===== config.mk =====
export PLATFORM = sky130hd
export DESIGN_NAME = fetch_unit
export DESIGN_NICKNAME = d
export VERILOG_FILES = /design/src/rtl/mips_pkg.sv /design/src/rtl/fetch_queue.sv /design/src/rtl/fetch_unit.sv
export SDC_FILE = /design/constraint.sdc
export NUM_CORES = 1
export LEC_CHECK = 0
export CAP_MARGIN = 20
export CELL_PAD_IN_SITES_DETAIL_PLACEMENT = 0
export CELL_PAD_IN_SITES_GLOBAL_PLACEMENT = 1
export CORE_ASPECT_RATIO = 0.8
export CORE_MARGIN = 10
export CORE_UTILIZATION = 34
export DETAILED_ROUTE_END_ITERATION = 16
export PLACE_DENSITY = 0.77
export SLEW_MARGIN = 5
export SYNTH_ARGS = -nofsm -noshare
export SYNTH_HDL_FRONTEND = slang
export SYNTH_SLANG_ARGS = --single-unit

===== constraint.sdc =====
create_clock -name clk -period 1.8 [get_ports clk]
set_input_delay 0.36 -clock clk [delete_from_list [all_inputs] [get_ports clk]]
set_output_delay 0.36 -clock clk [all_outputs]
set_load 0.005 [all_outputs]

===== src/rtl/mips_pkg.sv =====
// mips_pkg: shared widths, reset PC and the {instr, pc} entry carried through fetch.
package mips_pkg;
    localparam int INSTR_W = 32;
    localparam int PC_W = 32;
    localparam logic [PC_W-1:0] RESET_PC_DEFAULT = 32'h0000_0000;
    typedef struct packed {
        logic [INSTR_W-1:0] instr;
        logic [PC_W-1:0]    pc;
    } fetch_entry_t;
endpackage


===== src/rtl/fetch_queue.sv =====
// fetch_queue: DEPTH-entry FIFO of fetched {instr, pc}; flush empties it, head reads zero when empty.
module fetch_queue
    import mips_pkg::*;
#(
    parameter int DEPTH = 2
) (
    input  logic                     clk,
    input  logic                     reset,
    input  logic                     push,
    input  logic                     pop,
    input  logic                     flush,
    input  fetch_entry_t             push_entry,
    output fetch_entry_t             head,
    output logic [$clog2(DEPTH):0]   count,
    output logic                     empty
);
    localparam int PW = $clog2(DEPTH);
    localparam int CW = PW + 1;
    fetch_entry_t  mem_q [DEPTH];
    logic [PW-1:0] rd_q, rd_d, wr_q, wr_d;
    logic [CW-1:0] cnt_q, cnt_d;
    // Flush takes priority over any pop/push in the same cycle.
    always_comb begin
        rd_d  = flush ? '0 : rd_q + PW'(pop);
        wr_d  = flush ? '0 : wr_q + PW'(push);
        cnt_d = flush ? '0 : cnt_q + CW'(push) - CW'(pop);
    end
    always_ff @(posedge clk) begin
        if (!reset) begin
            mem_q <= '{default: '0};
            rd_q  <= '0;
            wr_q  <= '0;
            cnt_q <= '0;
        end else begin
            if (push && !flush) mem_q[wr_q] <= push_entry;
            rd_q  <= rd_d;
            wr_q  <= wr_d;
            cnt_q <= cnt_d;
        end
    end
    assign empty = cnt_q == '0;
    assign count = cnt_q;
    assign head  = empty ? '0 : mem_q[rd_q];
endmodule


===== src/rtl/fetch_unit.sv =====
// fetch_unit: PC register driving a combinational imem, feeding a prefetch queue
// that decode drains over valid/ready; redirect flushes and restarts fetch.
module fetch_unit
    import mips_pkg::*;
#(
    parameter int                DEPTH    = 2,
    parameter int                AWIDTH   = 6,
    parameter logic [PC_W-1:0]   RESET_PC = RESET_PC_DEFAULT
) (
    input  logic               clk,
    input  logic               reset,
    output logic [AWIDTH-1:0]  imem_a,
    input  logic [INSTR_W-1:0] imem_rd,
    input  logic               redirect,
    input  logic [PC_W-1:0]    redirect_pc,
    output logic [INSTR_W-1:0] instr,
    output logic [PC_W-1:0]    instr_pc,
    output logic               instr_valid,
    input  logic               instr_ready
);
    localparam int CW = $clog2(DEPTH) + 1;
    logic [PC_W-1:0] pc_q, pc_d;
    logic [CW-1:0]   count;
    logic            empty, pop, push;
    fetch_entry_t    head;
    assign pop  = instr_valid & instr_ready;
    // A full queue can still accept when the head leaves the same cycle.
    assign push = !redirect & ((count < CW'(DEPTH)) | pop);
    always_comb begin
        pc_d = redirect ? (redirect_pc & ~32'h3) : push ? pc_q + 32'd4 : pc_q;
    end
    always_ff @(posedge clk) begin
        if (!reset) pc_q <= RESET_PC;
        else        pc_q <= pc_d;
    end
    fetch_queue #(.DEPTH(DEPTH)) u_queue (
        .clk        (clk),
        .reset      (reset),
        .push       (push),
        .pop        (pop),
        .flush      (redirect),
        .push_entry ('{instr: imem_rd, pc: pc_q}),
        .head       (head),
        .count      (count),
        .empty      (empty)
    );
    assign imem_a      = pc_q[AWIDTH+1:2];
    assign instr       = head.instr;
    assign instr_pc    = head.pc;
    assign instr_valid = !empty;
endmodule


Word-level counts from Yosys, hierarchy flattened
Index checks and enable logic that the tools add are counted.
{"block": "totals", "inputBits": 68, "wordCells": 40, "regBits": 164}
{"block": "op_classes", "n_lt_le_gt_ge": 4, "muxes": 9, "n_bitwise": 6, "reduce_logical": 7, "addsub": 5}
{"op": "two-way mux 64 bit", "n": 5}
{"op": "bitwise mux 128 bit", "n": 1}
{"op": "demux 64 bit (select 1 bit)", "n": 1}
{"op": "two-way mux 32 bit", "n": 2}
{"op": "adder 32 x 3 -> 32 bit (second input constant)", "n": 1}
{"op": ">= comparator 2 bit (second input constant)", "n": 2}
{"op": "inverter 1 -> 2 bit", "n": 2}
{"op": "adder 1 bit", "n": 2}
{"op": "adder 2 x 1 -> 2 bit", "n": 1}
{"op": "bitwise AND 1 bit", "n": 2}
{"op": "logical AND 1 bit", "n": 2}
{"op": "zero test 1 bit", "n": 2}
{"op": "zero test 2 bit", "n": 1}
{"op": "less-than comparator 2 x 1 -> 1 bit (second input constant)", "n": 1}
{"op": "less-than comparator 2 bit (second input constant)", "n": 1}
{"op": "nonzero test 2 bit", "n": 1}
{"op": "OR reduction 2 bit", "n": 1}
{"op": "subtractor 2 x 1 -> 2 bit", "n": 1}
{"op": "inverter 1 bit", "n": 1}
{"op": "OR 1 bit", "n": 1}

Longest topological paths before layout
Gate-level depths: netlist of run 1.
{"block": "logic_depth", "depth_word": 7, "mapped_depth": 9}

Cells and area by module
From an unflattened synthesis of run 1, not the netlist that was laid out.
{"block": "hier_totals", "hier_cells": 897, "hier_area_um2": 8044.0}
{"module": "fetch_queue", "n_inst": 1, "cells_each": 645, "area_per_inst_um2": 6049.6}
{"module": "fetch_unit", "n_inst": 1, "cells_each": 252, "area_per_inst_um2": 1994.4}

Worst setup path before layout of run 1
No wires, ideal clock.
{"block": "synth_path", "kind": "reg-to-reg", "from": "reg u_queue.cnt_q[1] (netlist: u_queue.count[1])", "to": "reg u_queue.cnt_q[1] (netlist: u_queue.count[1])", "synth_period_minus_slack_ps": 1822, "stages_incl_launch_ff": 10, "arrival_time_ps": 1706, "t_required_ps": 1684, "path_slack_ps": -22, "path_cell_list": "dfxtp_1 -> nor2_1 -> inv_1 -> and2_1 -> ha_1 -> inv_1 -> ha_1 -> xor2_1 -> xnor2_1 -> nor2_1"}
{"block": "synth_via", "elab_chain_len": 7, "word_cells_on_any_way": 8}
{"item": "start: declaration", "line_no": "fetch_queue.sv:21", "rtl": "logic [CW-1:0] cnt_q, cnt_d;"}
{"item": "start signal: assignment", "line_no": "fetch_queue.sv:38", "rtl": "cnt_q <= cnt_d;"}
{"item": "zero test 2 bit *", "line_no": "fetch_queue.sv:41", "rtl": "assign empty = cnt_q == '0;"}
{"item": "zero test 1 bit *", "line_no": "fetch_unit.sv:50", "rtl": "assign instr_valid = !empty;"}
{"item": "named net instr_valid", "line_no": "fetch_unit.sv:18", "rtl": "output logic instr_valid,"}
{"item": "bitwise AND 1 bit *", "line_no": "fetch_unit.sv:26", "rtl": "assign pop = instr_valid & instr_ready;"}
{"item": "OR 1 bit", "line_no": "fetch_unit.sv:28", "rtl": "assign push = !redirect & ((count < CW'(DEPTH)) | pop);"}
{"item": "bitwise AND 1 bit", "line_no": "fetch_unit.sv:28"}
{"item": "adder 2 x 1 -> 2 bit", "line_no": "fetch_queue.sv:26", "rtl": "cnt_d = flush ? '0 : cnt_q + CW'(push) - CW'(pop);"}
{"item": "subtractor 2 x 1 -> 2 bit *", "line_no": "fetch_queue.sv:26"}
The timed path passes the listed nets; every way through them passes the cells marked *.
A chain may end at the register's enable or synchronous reset.

Final worst setup path of run 1
{"block": "layout_path", "from": "reg u_queue.rd_q", "to": "out instr_pc[5]"}
{"block": "layout_via", "elab_chain_len": 5}
{"item": "start: declaration", "line_no": "fetch_queue.sv:20", "rtl": "logic [PW-1:0] rd_q, rd_d, wr_q, wr_d;"}
{"item": "start signal: assignment", "line_no": "fetch_queue.sv:36", "rtl": "rd_q <= rd_d;"}
{"item": "inverter 1 -> 2 bit (implied by the code)", "line_no": "fetch_queue.sv:43", "rtl": "assign head = empty ? '0 : mem_q[rd_q];"}
{"item": "two-way mux 64 bit (implied by the code) (3 in series)", "line_no": "fetch_queue.sv:43"}
{"item": "two-way mux 64 bit", "line_no": "fetch_queue.sv:43"}
{"item": "end: declaration", "line_no": "fetch_unit.sv:17", "rtl": "output logic [PC_W-1:0] instr_pc,"}
No other way between the ends. The select of a mux whose other input is x is not followed.

==> flow_summary.toml, run 1 <==
[critical_path]
cp_max_fo = 4
cp_slowest_stage_delay_ps = 390
crit_path_start_kind = "flop"
critPathSlowestCell = "dfxtp_4"
crit_top_cell = "buf_12"
timing.critical_path.arrival_ps = 1600
path_cells = "buf_8, buf_12, buf_12, mux2i_2, nor2_1, buf_2"
setup.worst_path.class = "reg2out"
cp.required_ps = 1440
cp-end-kind = "output pin"

[yosys]
ys_seq_area_share_pct = 43.5
yosysTopAreaCellShare_pct = 43.5
yosys.area.top_type = "dfxtp_1"
yosys_most_used_dff = "dfxtp_1"
synthCells = 957
ys_ff_latch = 158
syn_area_um2 = 7280
avgSynthCellArea_um2 = 7.61
synth-async-reset-ratio_pct = 0
synth_edf_count = 0
yosys-top-cells-area = "dfxtp_1 (43%), nand2_1 (14%), a21oi_1 (8.7%)"
synth_cell_types = 43
yosysWarnings = 0

[power_and_ir_drop]
power_density_nw_per_um2 = 830
power_w = 0.00894
ir_drop_v = 0.000587
p_leak_nw = 3.98

[drt]
firstDrtPassIters = 6
drcViolationCount = 0
avgViaCountPerCell = 5.04
routedWlPerCell_um = 16.9
ant_nets = 0
wl_um = 24400
vias = 7286
first_iter_violations = 577

[clocking]
cts_tree = "done"
root_buffer = "clkbuf_16"
clk_pin_slew_ps = 70
clock_latency_ps = 420
htreeDepth = 4
ctsLongestPathBuffers = 2
numCtsBuffers = 17
cts_sinks = 158

[final_layout]
fin_area_um2 = 10800
area_delta_synth_final_pct = 48.1
drive_above_1_share_pct = 24.7
nets = 1235
antenna_cells = 0
final_cells = 1446
fillers = 1983

[sta]
setup_slack_ps = -160
fin_crit_ps = 1960
clock_skew_ps = 8.93
rsz0062_at_grt = "yes"
hold_viol_final = 0
finalCritPeriodShare_pct = 109
whs_ps = 452
setup_viol_count_final = 54
slew_violations = 0
fmax_mhz = 510

[placed_design]
gp_congestion = 0.833
hpwlAfterDp_um = 15900
portBuffers = 134
placedCellCount = 1362
place_area_um2 = 9500

[floorplan]
die_w_um = 184
die_h_um = 151
die-area_um2 = 27700
core_um2 = 20900
start_util_pct = 34.9
io_pins = 139
placementRows = 47

[run_status]
status = "finished, violations left"
violations = "setup timing"

[grt]
grt_pass1_wl_um = 38300
grt_usage_pct = 17.3
grt_antenna_before_repair = 0
grt_pass1_vias = 6944
gr-total-overflow = 0
grt_max_degree = 55

[hold_path]
hold_class = "reg2reg"

[run]
drv_cap = 0
## cell families (layout without fill, tap and decap cells)
family	after synthesis	count (layout)	synth area share [%]
other cells	1	2	0.0515
fa+ha+maj	3	3	0.516
flops	158	158	43.5
mux	62	62	8.53
compound gates	187	187	14.4
simple gates	437	437	25.8
xor+xnor	12	12	1.44
buf+inv	97	316	5.79
## critical path: cells and delay by family (launching register included)
family,cells,cell delay [ps]
mux,1,230
flops,1,390
simple gates,1,60
buf+inv,4,490
## path summary, 6_finish.rpt
| kind | from | to | slack (ps) | cells past startpoint |
|---|---|---|---|---|
| max | u_queue.rd_q | instr_pc[5] | -160 | 6 |
| min | u_queue.mem_q[45] | u_queue.mem_q[45] | 450 | 2 |
| max reg2reg | pc_q[3] | pc_q[17] | 50 | 5 |
| min reg2reg | u_queue.mem_q[45] | u_queue.mem_q[45] | 450 | 2 |
## per-stage QoR
| stage | utilization, % | setup slack, ps | TNS [ps] |
|---|---|---|---|
| after floorplan | - | 47.8 | 0 |
| after global placement | 45.5 | -340 | -25020 |
| after detailed placement | 45.5 | -397 | -28150 |
| after CTS | 50.3 | -242 | -8320 |
| after global routing | 51.6 | -216 | -8440 |
| final | 51.6 | -160 | -4210 |
## state kept, by name, indices dropped and copies added (netlist names)
name	count
u_queue.count	2
pc_q	30
u_queue.mem_q	124
u_queue.wr_q	1
u_queue.rd_q	1
## routing by layer
layer	share of wire, %	GRT usage [%]
met5	0	0
met4	0.83	3.64
met3	6.0	4.52
met2	45	26.9
met1	48	23.5
## cells in the final DEF, fill, tap and decap left out, drive strengths merged, types with 13 or more instances in the layout
cell type,count
dfxtp,158
clkdlybuf4s50,65
nand2,269
clkbuf,22
o21ai,21
a21oi,127
nand4,15
mux2i,62
nand3,13
nor2,82
buf,200
inv,14
## report_power, final
| group | total (W) | internal (W) | switching (W) |
|---|---|---|---|
| Clock | 0.00363 | 0.00207 | 0.00156 |
| Combinational | 0.00152 | 0.000793 | 0.000731 |
| Sequential | 0.00379 | 0.00366 | 0.000129 |
## cell type report
class / instances / area (um^2) / area share (%)
flip-flops and latches: 158 / 3170 / 29.4
well taps: 269 / 337 / 3.12
clock buffers: 18 / 429 / 3.98
clock inverters: 14 / 158 / 1.46
inverters: 9 / 41.3 / 0.383
repair buffers: 275 / 2670 / 24.7
multi-input cells: 703 / 3980 / 36.9
## what timing repair did
action                     4_1_cts  5_1_grt
gates resized for setup        300       72
pin swaps                       21       32
gates cloned                     5        2
hold buffers                     0        0
setup endpoints to repair       68       76
buffers inserted                35       20
## synth_stat cells (all sizes together), types with 2 or more instances
cell type    n
nand2      269
or2          2
and2         2
nor2        82
clkbuf      66
and4         4
a211oi       8
o31ai        8
nor4         8
buf         22
nand4       15
o41a         3
nor3         5
xor2         4
and3         7
nor2b        5
a21oi      127
nand3       13
dfxtp      158
nand2b       2
or3          8
or4         11
a32oi        2
xnor2        8
nor3b        3
o21ai       21
a31oi        9
ha           3
mux2i       62
a311oi       6
inv          9
Note: power is estimated with default switching activity, not from simulation.
==> inputs of run 2 (changes only) <==
--- a/config.mk
+++ b/config.mk
@@ -8,7 +8,7 @@
 export CAP_MARGIN = 20
 export CELL_PAD_IN_SITES_DETAIL_PLACEMENT = 0
 export CELL_PAD_IN_SITES_GLOBAL_PLACEMENT = 1
-export CORE_ASPECT_RATIO = 0.8
+export CORE_ASPECT_RATIO = 0.5
 export CORE_MARGIN = 10
 export CORE_UTILIZATION = 34
 export DETAILED_ROUTE_END_ITERATION = 16
==> run 2 against run 1 <==
  * The flow still finishes with violations (setup timing)
  * Routed wire length decreased by 0.94%
  * Global-route usage hardly changed
  * Combinational power is 14% lower
  * Clock skew is 2.8 ps higher
  * Via count down 0.14%
  * Non-clock buffer count fell by 15
  * Die area is 1.1% higher
  * Register-to-register slack better by 40 ps
  * Utilization shrank 1.6 points
==> flow_summary.toml, run 2 (synthesis gave the netlist of run 1 again) <==
[grt]
gr-total-overflow = 0
grt_max_degree = 60
grt_antenna_before_repair = 0
grt_util_met2_pct = 30.1
grt-busiest-layer = "met2"
grt_usage_pct = 17.3
grt_pass1_wl_um = 38700
use_met3_pct = 3.64
grt_pass1_vias = 7296
use_met1_pct = 21.2

[clocking]
ctsLongestPathBuffers = 2
htreeDepth = 4
cts_sinks = 158
cts_tree = "done"
numCtsBuffers = 17
root_buffer = "clkbuf_16"
hold_buffers = 0
clock_latency_ps = 430
clk_pin_slew_ps = 70

[sta]
setup_slack_ps = -168
setup_viol_count_final = 60
rsz0062_at_grt = "yes"
fin_crit_ps = 1970
fmax_mhz = 508
finalCritPeriodShare_pct = 109
slew_violations = 0
clock_skew_ps = 11.8
hold_viol_final = 0

[power_and_ir_drop]
power_w = 0.00884
power_density_nw_per_um2 = 850
p_leak_nw = 3.85
ir_drop_v = 0.000594

[final_layout]
largest_register_ffs = 124
nets = 1220
largest_register = "u_queue.mem_q"
layout_commonest_cell = "nand2_1"
antenna_cells = 0
fillers = 1975
area_delta_synth_final_pct = 42.8
final_cell_mix = "nand2_1 (269), dfxtp_1 (148), a21oi_1 (127)"
drive_above_1_share_pct = 21.9

[drt]
vias = 7276
wl_um = 24200
ant_nets = 0
avgViaCountPerCell = 5.07
routedWlPerCell_um = 16.9
first_iter_violations = 525
drcViolationCount = 0
firstDrtPassIters = 7

[floorplan]
die-area_um2 = 28000
die_w_um = 227
die_h_um = 123
io_pins = 139
core_um2 = 20800
placementRows = 37
start_util_pct = 35.0

[critical_path]
cp.required_ps = 1440
setup.worst_path.class = "reg2out"
r2r_setup_slack_ps = 90
path_cells = "buf_8, buf_12, buf_6, mux2i_2, nor2_1, buf_2"
cp_max_fo = 7
timing.critical_path.arrival_ps = 1610
cp-end-kind = "output pin"
critPathSlowestCell = "dfxtp_4"
crit_path_start_kind = "flop"
cp_slowest_stage_delay_ps = 370

[hold_path]
hold_class = "reg2reg"

[run]
drv_cap = 0

[placed_design]
place_ws_ps = -327
gp_congestion = 0.834
portBuffers = 134
hpwlAfterDp_um = 15900

[run_status]
violations = "setup timing"
status = "finished, violations left"
## run 2: cell types whose count changed in the layout (fill, tap and decap cells not counted), sizes merged
cell	change
buf	-15
clkbuf	-1
clkdlybuf4s50	+1
## run 2: timing repair
action | 4_1_cts | 5_1_grt
setup buffers | 33 | 6
hold endpoints to repair | 0 | 0
cloned | 5 | 1
setup endpoints to repair | 69 | 131
pin swaps | 12 | 20
resized for setup | 294 | 31
## run 2: metal layers
layer,vias to the layer above,wire [um]
met5,-,0
met4,0,341
met3,25,991
met2,133,12000
met1,3507,10800
li1,3611,-
## run 2: cell type report
type                            instances  area [um^2]  share of cell area (%)
Tap cell                              273          342                    3.29
Inverter                                9         36.3                   0.349
Multi-Input combinational cell        703         3810                    36.7
Timing Repair Buffer                  260         2420                    23.3
Clock buffer                           18          450                    4.33
Clock inverter                         14          154                    1.48
Sequential cell                       158         3180                    30.6
## run 2: per-stage QoR
| step | TNS (ps) | util [%] | std cells | instance area, um^2 | hold WS, ps |
|---|---|---|---|---|---|
| final | -4440 | 50.0 | 1435 | 10400 | 454 |
| after global routing | -9050 | 50.0 | 1435 | 10400 | 471 |
| after CTS | -6590 | 49.5 | 1430 | 10300 | 455 |
| after detailed placement | -28700 | 45.3 | 1360 | 9410 | 446 |
| after global placement | -25360 | 45.3 | 1360 | 9410 | 441 |
| after floorplan | 0 | - | 958 | 7280 | 436 |
## run 2: critical path, delay by kind of cell, from the launching register on
kind                   cells  cell delay, ps
buffers and inverters      4             530
DFF                        1             370
muxes                      1             200
and+or+nand+nor            1              70
## run 2: path summary, 6_finish.rpt
check / start / end / depth (start not counted)
hold / removal: u_queue.mem_q[43] / u_queue.mem_q[43] / 2
hold reg to reg: u_queue.mem_q[43] / u_queue.mem_q[43] / 2
setup / recovery: u_queue.rd_q / instr_pc[5] / 6
setup reg to reg: pc_q[3] / pc_q[26] / 5
## run 2: power by group
part	switching, W	total (W)	internal (W)
clock	0.00160	0.00374	0.00214
combinational	0.000675	0.00131	0.000639
sequential	0.000117	0.00378	0.00367
==> inputs of run 3 (changes only) <==
--- a/config.mk
+++ b/config.mk
@@ -13,6 +13,7 @@
 export CORE_UTILIZATION = 34
 export DETAILED_ROUTE_END_ITERATION = 16
 export PLACE_DENSITY = 0.77
+export REMOVE_ABC_BUFFERS = 1
 export SLEW_MARGIN = 5
 export SYNTH_ARGS = -nofsm -noshare
 export SYNTH_HDL_FRONTEND = slang
==> run 3 against run 2 <==
  * The run still ends with setup timing left
  * Global-route usage decreased by 0.19 points
  * Critical path depth up 2
  * Largest power group unchanged
  * Via count up 0.81%
  * Utilization is 0.55 points higher
==> flow_summary.toml, run 3 (synthesis gave the netlist of run 1 again) <==
[sta]
finalCritPeriodShare_pct = 118
slew_violations = 0
whs_ps = 454
fmax_mhz = 472
rsz0062_at_grt = "yes"
clock_skew_ps = 5.91
fin_crit_ps = 2120
setup_viol_count_final = 61
setup_slack_ps = -316
hold_viol_final = 0

[hold_path]
hold_class = "reg2reg"
hold_path_depth = 2
holdCritStartpoint = "u_queue.mem_q[74]"
hold_end = "u_queue.mem_q[74]"

[drt]
wl_um = 24300
first_iter_violations = 489
firstDrtPassIters = 4
routedWlPerCell_um = 16.8
vias = 7335
drcViolationCount = 0
ant_nets = 0
avgViaCountPerCell = 5.07

[grt]
grt_pass1_vias = 7203
gr-total-overflow = 0
grt_usage_pct = 17.1
grt_max_degree = 65
grt_pass1_wl_um = 38100
grt_antenna_before_repair = 0

[clocking]
hold_buffers = 0
clk_pin_slew_ps = 60
clock_latency_ps = 420
root_buffer = "clkbuf_16"
ctsLongestPathBuffers = 2
cts_sinks = 158
htreeDepth = 4
cts_tree = "done"
numCtsBuffers = 17

[final_layout]
layout_commonest_cell = "nand2_1"
final_cell_mix = "nand2_1 (269), dfxtp_1 (143), a21oi_1 (127)"
drive_above_1_share_pct = 22.8
fin_area_um2 = 10500
largest_register = "u_queue.mem_q"
nets = 1231
largest_register_ffs = 124
area_delta_synth_final_pct = 44.4
antenna_cells = 0

[critical_path]
reg2reg_depth = 4
rr_startpoint = "pc_q[21]"
timing.critical_path.arrival_ps = 1760
crit_path_start_kind = "flop"
cp.required_ps = 1440
r2r_setup_slack_ps = 80
setup.worst_path.class = "reg2out"
cp-end-kind = "output pin"
r2r_end = "pc_q[28]"
cp_max_fo = 4

[floorplan]
die_h_um = 123
die-area_um2 = 28000
placementRows = 37
io_pins = 139
die_w_um = 227
core_um2 = 20800
start_util_pct = 35.0

[placed_design]
hpwlAfterDp_um = 16400
portBuffers = 134
gp_congestion = 0.869
place_area_um2 = 9480

[power_and_ir_drop]
power_density_nw_per_um2 = 832
p_leak_nw = 3.92
ir_drop_v = 0.000550

[run]
drv_cap = 0

[run_status]
violations = "setup timing"
status = "finished, violations left"
==> run 3: cell types whose count changed in the layout (fill, tap and decap cells not counted), moves of 4 or more <==
cell / before / now
clkinvlp_4: 6 / 2
buf_2: 60 / 55
buf_4: 71 / 80
dfxtp_1: 148 / 143
inv_6: 5 / 0
clkbuf_2: 2 / 6
clkbuf_1: 0 / 5
==> run 3: worst max-delay path by stage <==
stage | cells after the start | from | slack [ps] | end
after detailed placement | 6 | instr_ready | -350 | pc_q[18]
after CTS | 4 | u_queue.rd_q | -360 | instr_pc[6]
after floorplan | 4 | u_queue.count[1] | -2180 | u_queue.mem_q[100]
final | 8 | u_queue.rd_q | -320 | instr_pc[18]
after global routing | 8 | u_queue.rd_q | -390 | instr_pc[21]
after global placement | 6 | instr_ready | -330 | pc_q[17]
==> run 3: timing repair <==
item | 4_1_cts | 5_1_grt
setup endpoints to repair | 73 | 91
resized for setup | 261 | 72
pin swaps | 2 | 23
gates cloned | 2 | 1
setup buffers | 22 | 22
==> run 3: metal layers <==
metal,vias up,part of all wire (%),global-route usage (%)
li1,3644,-,-
met1,3515,46,21.3
met2,151,48,29.4
met3,25,4.3,3.55
met4,0,1.5,5.12
met5,-,0,0
==> run 3: power by group <==
part / switching, W / internal (W)
registers: 0.000132 / 0.00367
logic: 0.000658 / 0.000629
clock network: 0.00144 / 0.00222
total: 0.00223 / 0.00652
==> run 3: stage by stage <==
step | total power (W) | utilization [%] | setup slack, ps | cells | TNS [ps]
detailed placement | 0.00507 | 45.6 | -346 | 1371 | -29980
global placement | 0.00505 | 45.6 | -331 | 1371 | -28050
floorplan | 0.00436 | - | -2180 | 870 | -281790
finish | 0.00875 | 50.6 | -316 | 1446 | -9430
global route | 0.00913 | 50.6 | -386 | 1446 | -13730
CTS | 0.00878 | 49.1 | -361 | 1427 | -8870
==> run 3: critical path: stages (launching register included) <==
cell and delay (ps):
dfxtp_4 380, buf_12 150, buf_12 120, buf_8 110
buf_6 110, buf_4 120, mux2i_1 170, nor2_1 50
buf_2 120
==> run 3: area by class of cell <==
cell class              count  area [um^2]
repair buffers            271         2530
clock inverters             9          136
fillers                  1981        10300
clock buffers              23          458
well taps                 273          342
inverters                   9         36.3
flip-flops and latches    158         3190
multi-input cells         703         3820
